$ cat config.mk
export PLATFORM = sky130hd
export DESIGN_NAME = dmem_responder
export DESIGN_NICKNAME = d
export VERILOG_FILES = /design/src/rtl/dmem_pkg.sv /design/src/rtl/dmem_block_array.sv /design/src/rtl/dmem_responder.sv
export SDC_FILE = /design/constraint.sdc
export NUM_CORES = 2
export LEC_CHECK = 0
export CAP_MARGIN = 20
export CORE_MARGIN = 2
export CORE_UTILIZATION = 40
export CTS_CLUSTER_SIZE = 8
export DETAILED_ROUTE_END_ITERATION = 10
export HOLD_SLACK_MARGIN = 0.12
export PLACE_DENSITY_LB_ADDON = 0.05
export SYNTH_ARGS = -nofsm -noshare
export SYNTH_HDL_FRONTEND = slang
export SYNTH_SLANG_ARGS = --single-unit
$ cat constraint.sdc
create_clock -name CLK -period 7.71 [get_ports CLK]
set_input_delay 1.542 -clock CLK [delete_from_list [all_inputs] [get_ports CLK]]
set_output_delay 1.542 -clock CLK [all_outputs]
set_load 0.05 [all_outputs]
$ cat src/rtl/dmem_pkg.sv
// rtl/dmem_pkg.sv - shared types and widths for the data-memory responder
//
// Purpose: holds the responder state encoding, the pending-operation type,
// the block/address/counter widths and the counter load helper.
// Ports: none (package).
// Build option: DMEM_RESPONDER_CLEAR_ON_RESET_EN (used by dmem_block_array).
package dmem_pkg;

  localparam int BLOCK_W = 32;
  localparam int BADDR_W = 6;
  localparam int CNT_W   = 8;

  typedef enum logic [1:0] {
    IDLE = 2'd0,
    BUSY = 2'd1,
    DONE = 2'd2
  } state_t;

  typedef enum logic {
    OP_READ  = 1'b0,
    OP_WRITE = 1'b1
  } op_t;

  // Counter value loaded at capture so the commit lands on edge E_LATENCY.
  function automatic logic [CNT_W-1:0] cnt_load(input int latency);
    return CNT_W'(latency - 1);
  endfunction

endpackage

$ cat src/rtl/dmem_block_array.sv
// rtl/dmem_block_array.sv - block storage for the data-memory responder
//
// Purpose: DEPTH_BLOCKS x BLOCK_W storage with a synchronous write port and a
// combinational read port; the responder samples rdata on the commit edge.
// Ports:
//   clk    - clock, write happens on the rising edge
//   rst_n  - async active-low reset, present only when
//            DMEM_RESPONDER_CLEAR_ON_RESET_EN is defined (clears all blocks)
//   we     - write enable (commit of a write access)
//   addr   - block address for both read and write
//   wdata  - block to store
//   rdata  - block currently held at addr
// Build option: DMEM_RESPONDER_CLEAR_ON_RESET_EN zeroes storage on reset;
// otherwise contents persist across reset.
module dmem_block_array
  import dmem_pkg::*;
#(
  parameter int DEPTH_BLOCKS = 64
) (
  input  logic               clk,
`ifdef DMEM_RESPONDER_CLEAR_ON_RESET_EN
  input  logic               rst_n,
`endif
  input  logic               we,
  input  logic [BADDR_W-1:0] addr,
  input  logic [BLOCK_W-1:0] wdata,
  output logic [BLOCK_W-1:0] rdata
);

  logic [BLOCK_W-1:0] mem [DEPTH_BLOCKS];

  assign rdata = mem[addr];

`ifdef DMEM_RESPONDER_CLEAR_ON_RESET_EN
  always_ff @(posedge clk or negedge rst_n) begin
    if (!rst_n) begin
      for (int i = 0; i < DEPTH_BLOCKS; i++) begin
        mem[i] <= '0;
      end
    end else if (we) begin
      mem[addr] <= wdata;
    end
  end
`else
  always_ff @(posedge clk) begin
    if (we) begin
      mem[addr] <= wdata;
    end
  end
`endif

endmodule

$ cat src/rtl/dmem_responder.sv
// rtl/dmem_responder.sv - fixed-latency block responder for a cache refill/writeback port
//
// Purpose: captures one block read or write request, holds BUSYWAIT for
// LATENCY edges, commits the access to dmem_block_array, then drops
// BUSYWAIT for exactly one DONE cycle before accepting the next request.
// Ports:
//   CLK       - clock, rising edge
//   RESET     - async active-low reset
//   READ      - block-read request (held until BUSYWAIT falls)
//   WRITE     - block-write request (wins over READ when both high)
//   ADDRESS   - block address
//   WRITEDATA - write block, byte 0 in [7:0]
//   READDATA  - last committed read block
//   BUSYWAIT  - stall to the cache
// Build option: DMEM_RESPONDER_CLEAR_ON_RESET_EN also zeroes storage on reset.
module dmem_responder
  import dmem_pkg::*;
#(
  parameter int LATENCY      = 5,
  parameter int DEPTH_BLOCKS = 64
) (
  input  logic               CLK,
  input  logic               RESET,
  input  logic               READ,
  input  logic               WRITE,
  input  logic [BADDR_W-1:0] ADDRESS,
  input  logic [BLOCK_W-1:0] WRITEDATA,
  output logic [BLOCK_W-1:0] READDATA,
  output logic               BUSYWAIT
);

  localparam logic [CNT_W-1:0] CNT_LOAD = cnt_load(LATENCY);

  state_t             state;
  state_t             state_nxt;
  logic [CNT_W-1:0]   cnt;
  logic [BADDR_W-1:0] lat_addr;
  logic [BLOCK_W-1:0] lat_data;
  op_t                lat_op;
  logic               capture;
  logic               commit;
  logic               busy_int;
  logic [BLOCK_W-1:0] arr_rdata;

  always_ff @(posedge CLK or negedge RESET) begin
    if (!RESET) begin
      state <= IDLE;
    end else begin
      state <= state_nxt;
    end
  end

  always_comb begin
    state_nxt = state;
    busy_int  = 1'b0;
    capture   = 1'b0;
    commit    = 1'b0;
    case (state)
      IDLE: begin
        // Stall in the request cycle itself so the cache never runs ahead.
        busy_int = READ | WRITE;
        if (READ | WRITE) begin
          capture   = 1'b1;
          state_nxt = BUSY;
        end
      end
      BUSY: begin
        busy_int = 1'b1;
        if (cnt == '0) begin
          commit    = 1'b1;
          state_nxt = DONE;
        end
      end
      DONE: begin
        // Requests seen here are the cache still holding the old one.
        state_nxt = IDLE;
      end
      default: begin
        state_nxt = IDLE;
      end
    endcase
  end

  // Reset gates the stall directly so it drops without waiting for a clock.
  assign BUSYWAIT = RESET & busy_int;

  always_ff @(posedge CLK or negedge RESET) begin
    if (!RESET) begin
      cnt      <= '0;
      lat_addr <= '0;
      lat_data <= '0;
      lat_op   <= OP_READ;
      READDATA <= '0;
    end else begin
      if (capture) begin
        cnt      <= CNT_LOAD;
        lat_addr <= ADDRESS;
        lat_data <= WRITEDATA;
        lat_op   <= WRITE ? OP_WRITE : OP_READ;
      end else if ((state == BUSY) && !commit) begin
        cnt <= cnt - 1'b1;
      end
      if (commit && (lat_op == OP_READ)) begin
        READDATA <= arr_rdata;
      end
    end
  end

  dmem_block_array #(
    .DEPTH_BLOCKS(DEPTH_BLOCKS)
  ) u_array (
    .clk  (CLK),
`ifdef DMEM_RESPONDER_CLEAR_ON_RESET_EN
    .rst_n(RESET),
`endif
    .we   (commit && (lat_op == OP_WRITE)),
    .addr (lat_addr),
    .wdata(lat_data),
    .rdata(arr_rdata)
  );

endmodule
* Yosys cells after proc, flatten, opt, wreduce, memory -nomap -nowiden
Memory sizes are Yosys's and may differ from the RTL's. A register that Yosys moved wholly into a read port is not among the register bits.
Cells that the tools add are included.
W data, S select, Z words.
** Word-level totals
- Flip-flop bits (word level) :: 49
- Memory bits (writable) :: 2048
- Input bits :: 42
- Word-level logic and storage cells :: 35
- Memories kept :: 1
** Operators by class
- Add/subtract/negate cells :: 1
- Eq/ne operators :: 3
- Muxes and demuxes :: 13
- Bitwise operators :: 3
- Reduce and logical (&&, ||, !) cells :: 9
** Memories
- u_array.mem :: depth 64, width 32, rd ports 1, clocked after Yosys merged registers in 1, wr ports 1, line dmem_block_array.sv:30 : logic [BLOCK_W-1:0] mem [DEPTH_BLOCKS];
** Operators by type and width (number)
- $mux W8 :: 2
- $logic_not A8 Y1 :: 1
- $sub A8 B1 Y8 const B :: 1
- $mux W1 :: 7
- $mux W2 :: 2
- $ne A2 B2 Y1 const B :: 2
- $pmux W2 S2 :: 1
- $logic_and A1 B1 Y1 :: 3
- $eq A2 B1 Y1 const B :: 1
- $logic_not A1 Y1 :: 2
- $logic_not A2 Y1 :: 1
- $pmux W1 S2 :: 1
- $reduce_and A2 Y1 :: 1
- $reduce_bool A2 Y1 :: 1
- $and A1 B1 Y1 :: 1
- $not A1 Y1 :: 1
- $or A1 B1 Y1 :: 1

* Depth between registers and ports, before layout
- Depth after elaboration :: 7
- Gate-level depth with buffers :: 11
- Depth with buffers taken out :: 8

* By module
Synthesis repeated with hierarchy kept, for this count alone.
** Second synthesis, totals
- Cell total of the unflattened synthesis :: 4494
- Area, all modules :: 81605.8 µm²
** By module, submodules not included
- dmem_block_array :: times used 1, cells each 4207, area an instance 78287.6 µm², seq. area each 61499.0 µm²
- dmem_responder :: times used 1, cells each 287, area an instance 3318.2 µm², seq. area each 2026.9 µm²

* Least setup slack after synthesis
OpenSTA, ideal clock, no wires.
- Kind :: in2out
- Start :: input port WRITE
- End :: output port BUSYWAIT
- Arrival :: 2729 ps
- Required time :: 6168 ps
- Slack :: 3439 ps
- Stages on the path :: 2
- Path buffers :: 0
- Cells stage by stage :: nor3_1 > nor3b_1
** On the way
- Longest elaborated chain between the ends :: 3
** RTL lines
- from (decl) :: line dmem_responder.sv:25 : input logic WRITE,
- $or A1 B1 Y1 :: line dmem_responder.sv:61 : busy_int = READ | WRITE;
- $pmux W1 S2 :: line dmem_responder.sv:58 : case (state)
- $and A1 B1 Y1 :: line dmem_responder.sv:85 : assign BUSYWAIT = RESET & busy_int;
- to (decl) :: line dmem_responder.sv:29 : output logic BUSYWAIT
Every way passes these cells.

* Worst setup path in the final report
- Start :: register cnt[4]
- End :: memory u_array.mem[42][24], enable pin
** On the way
- Longest elaborated chain between the ends :: 6
** RTL lines
- from (decl) :: line dmem_responder.sv:36 : logic [CNT_W-1:0] cnt;
- from (signal assigned) :: line dmem_responder.sv:101 : cnt <= cnt - 1'b1;
- $logic_not A8 Y1 :: line dmem_responder.sv:69 : if (cnt == '0) begin
- $mux W1 :: line dmem_responder.sv:69
- $mux W1 :: line dmem_responder.sv:58
- $logic_and A1 B1 Y1 :: line dmem_responder.sv:116 : .we (commit && (lat_op == OP_WRITE)),
- $mux W1 :: line dmem_block_array.sv:46 : if (we) begin
- $mux W1 (not written as such) :: line dmem_block_array.sv:47 : mem[addr] <= wdata;
- to (decl) :: line dmem_block_array.sv:30
Every way passes these cells.

==> Flow_metrics.wiki <==
{| class="wikitable"
! Metric !! Value
|-
| Run status || complete, no violations
|-
| Top routing layer in use || met5
|-
| Fraction of final layout cells with drive strength greater than 1 || 17.5%
|-
| Largest fanout on the critical path || 19
|-
| Routed wl met3 || ~23 mm
|-
| Summed negative setup slack over all endpoints || 0 ns
|-
| Metal2 WL || roughly 120 mm
|-
| Crit path cell chain || or4_4, nor4_4, and2_1, nand3_1, nor2_4, buf_4
|-
| Count of state elements after synthesis || roughly 2,100
|-
| Number of buffer cells added on primary ports || 74
|-
| Initial Util || between 40% and 50%
|-
| Clk Tree Root Cell || clkbuf_16
|-
| Post-Layout Cell Count || ~7,500
|-
| Total length of routed wires || 274 mm
|-
| Power density over cell area || roughly 410 nW/um^2
|-
| Combinational family with the most area after synthesis || multiplexers
|-
| Vias post-DR || ~45,000
|-
| Cell with the largest stage delay on the worst path || nor2_4
|-
| Upper clock frequency limit || slightly above 0.2 GHz
|-
| Pins Over Slew Limit || 0
|-
| Arrival time at the worst endpoint || 5.54 ns
|-
| Number of core rows || 165
|-
| H-Tree Depth || 5
|-
| Total setup buffers inserted after CTS || 0
|-
| Req. time, crit path || between 8 and 9 ns
|-
| Critical path buffers and inverters || 1
|-
| Hold Path Class || reg -> reg
|-
| Worst slew margin || between 10% and 20%
|-
| Total clock buffers created by CTS || 316
|-
| DP Cell Count || 7,036
|-
| CTS sink count || around 2,100
|-
| Clock skew || 0.0558 ns
|-
| Transition at the pin with the smallest max-transition slack || 1.26 ns
|-
| Mean Syn Cell Area || between 15 and 20 sq um
|-
| Number of remaining DRC errors || 0
|-
| Post-detailed-route wirelength per cell || about 36 microns
|-
| Final period demand of the worst path || roughly 4.9 ns
|-
| Number of violations reported at the end of detailed-routing iteration 0 || 5,286
|-
| Period Utilization, post-route || around 64%
|-
| Xor and xnor fraction of the mapped netlist area || less than 1%
|-
| Clock network latency to the later pin of the worst-skew pair || between 0.9 and 1 ns
|-
| Flip-flop cell with the highest count after synthesis || edfxtp_1
|-
| Setup repair after global routing missed its margin || false
|-
| Synth top area cells || edfxtp_1 75%, mux2i_1 5.6%, mux4_2 3.5%, dfrtp_1 2.5%, a221oi_1 2.4%
|-
| Largest net degree at the start of global routing || 106
|-
| Synth unique cells || 64
|-
| Sum of net half-perimeters after detailed placement || ~150 mm
|-
| Number of enable flip-flop cells after synthesis || between 2,000 and 2,500
|-
| Leading cell type by number of instances after synthesis || edfxtp_1
|-
| Warning count from the yosys run || 0
|-
| Post-synth top area share || between 70 and 80%
|-
| All-layer global routing usage || between 20% and 30%
|-
| Clk pin slew, worst setup/hold paths || 0.05 ns
|-
| Core area || 202,000 sq um
|-
| Final setup violation count || 0
|-
| Number of global-route vias before repair || roughly 44,000
|-
| Resized Gates After CTS || 0
|-
| Area added between synthesis and finish || 16.7%
|-
| Max clock buf depth || 4
|-
| Adder-cell area share of the yosys netlist || less than 1%
|-
| Number of inserted filler cells in the final layout || 17,125
|-
| Met1 WL || roughly 120 mm
|-
| Remaining Overflow, GRT || 0
|-
| Kind of cell with the highest combined delay on the critical path || simple AND/OR/NAND/NOR gates
|-
| Cell area after synthesis || 81,500 sq um
|-
| Clock tree from TritonCTS || done
|-
| Critical path type || reg -> reg
|-
| Top cells by count, synth || 2,048 x edfxtp_1, 456 x mux2i_1, 227 x a221oi_1, 178 x nor2_1, 177 x nand2_1
|-
| Number of ports placed on the die boundary || 75
|-
| GP Congestion || 0.793
|-
| Largest area contributor in the synthesized netlist || edfxtp_1
|-
| Post-synth ARST share || about 3.8%
|-
| Number of nets in the layout || ~4,700
|-
| Mapped Cells || about 4,400
|-
| Multiplexer share of the synthesized area || about a tenth
|-
| Post-Route Hold Slack || approximately 0.48 ns
|-
| Critical path launch point type || register
|-
| Die Width || about 460 microns
|-
| Fraction of the yosys area taken by sequential cells || a little under 80%
|-
| Max-cap check violation count || 0
|-
| Compound-Gate Fraction of Synth Area || 7.41%
|-
| Cell leakage power || between 30 and 40 nW
|-
| Number of antenna violations at the first check in global routing || 14
|-
| Longest individual stage delay on the worst path || about 1.1 ns
|-
| Worst Setup End Kind || register
|-
| Full die area || around 210,000 sq um
|-
| Count of TritonRoute iterations in the first routing pass || 6
|-
| First-pass GRT wire length || 375 mm
|-
| Final hold vios || 0
|-
| Synth Net Count || 4,439
|-
| Cts-stage hold buffer count || 0
|-
| Routed Antenna Nets || 0
|-
| Share of synthesized cell area in and, or, nand and nor gates || approximately 2.7%
|-
| Worst-case vdd ir drop || ~0.3 mV
|-
| Final standard cell utilization of the core || ~47%
|-
| Die Height || around 460 microns
|-
| Average via count per standard cell || between 5 and 6
|}
## flip-flops by register name, indices dropped and copies added (netlist names)
register,count
READDATA,32
u_array.mem,2048
cnt,8
state,2
lat_op,1
lat_addr,6
lat_data,32
## logic make-up (layout without fill, tap and decap cells)
logic type,Yosys count,in the layout
AOI/OAI and AO/OA,816,816
xor gates and xnor gates,6,6
adders and majority gates,2,2
buffers and inverters,301,756
DFF,2129,2129
muxes,645,645
other,0,6
and+or+nand+nor,496,496
## worst register-to-register path: stages (launching register included)
cell,delay [ns]
dfrtp_1,0.40
or4_4,0.58
nor4_4,0.29
and2_1,0.77
nand3_1,1.06
nor2_4,1.12
buf_4,0.40
## through the flow
step	area, sq um	setup WS, ns	total power, mW
2_1_floorplan	81500	3.44	21.5
3_3_place_gp	86300	2.91	26.7
3_5_place_dp	86300	2.87	26.8
4_1_cts	95000	2.85	39.2
5_1_grt	95100	2.67	40.3
6_report	95100	2.77	39.1
## report_power, final
group	total, mW	switching (mW)	internal (mW)
Combinational	11.7	8.42	3.28
Sequential	15.0	0.474	14.5
Clock	12.4	4.83	7.61
## path summary, 6_finish.rpt
check	start	to	slack [ns]	cells past startpoint
max	cnt[4]	u_array.mem[42][24]	2.77	6
min	lat_data[11]	lat_data[11]	0.48	2
max reg2reg	cnt[4]	u_array.mem[42][24]	2.77	6
min reg2reg	lat_data[11]	lat_data[11]	0.48	2
max in group asynchronous	RESET	lat_addr[0]	5.54	2
min in group asynchronous	RESET	state[0]	0.67	1
## cell type report
| class | instances | area [sq um] | share of cell area, % |
|---|---|---|---|
| Inverter | 5 | 25.0 | 0.0263 |
| Multi-Input combinational cell | 1965 | 17000 | 17.9 |
| Tap cell | 2672 | 3340 | 3.51 |
| Clock buffer | 474 | 8650 | 9.09 |
| Timing Repair Buffer | 271 | 2410 | 2.53 |
| Sequential cell | 2129 | 63600 | 66.8 |
| Antenna cell | 6 | 15.0 | 0.0158 |
| Clock inverter | 6 | 75.1 | 0.0789 |
## cells in the final DEF (no fill, tap or decap), types with 5 or more instances in the layout
| master | netlist | final |
|---|---|---|
| a221o_1 | 13 | 13 |
| a22o_1 | 32 | 32 |
| mux4_2 | 127 | 127 |
| nor2_1 | 178 | 111 |
| and3_1 | 13 | 13 |
| nand2_1 | 177 | 176 |
| mux2i_1 | 456 | 456 |
| dfrtp_1 | 81 | 46 |
| nand4_1 | 18 | 18 |
| nor2_4 | 0 | 67 |
| a221oi_1 | 227 | 227 |
| clkbuf_1 | 110 | 150 |
| o211ai_1 | 10 | 10 |
| a21oi_1 | 44 | 44 |
| edfxtp_1 | 2048 | 2048 |
| clkdlybuf4s50_1 | 0 | 73 |
| dfrtp_2 | 0 | 32 |
| nor3_1 | 8 | 6 |
| diode_2 | 0 | 6 |
| o2111ai_1 | 11 | 11 |
| mux2_2 | 62 | 62 |
| o21ai_0 | 115 | 115 |
| a22oi_1 | 151 | 151 |
| nand2b_1 | 8 | 7 |
| o221ai_1 | 8 | 8 |
| buf_12 | 0 | 14 |
| o32a_1 | 14 | 14 |
| a31oi_1 | 18 | 18 |
| clkbuf_16 | 0 | 322 |
| a211oi_1 | 13 | 13 |
| nor2b_1 | 12 | 5 |
| and2_1 | 10 | 7 |
| nor2b_4 | 0 | 7 |
| buf_4 | 55 | 178 |
| o22a_1 | 18 | 18 |
| o22ai_1 | 114 | 114 |
| nand3_1 | 49 | 48 |
## routing by layer
layer | track usage (%) | up-vias
met5 | 0 | -
met4 | 6.84 | 2
met3 | 7.03 | 347
met2 | 39.7 | 1897
met1 | 36.9 | 24216
li1 | - | 18645
(Power assumes the default switching activity.)
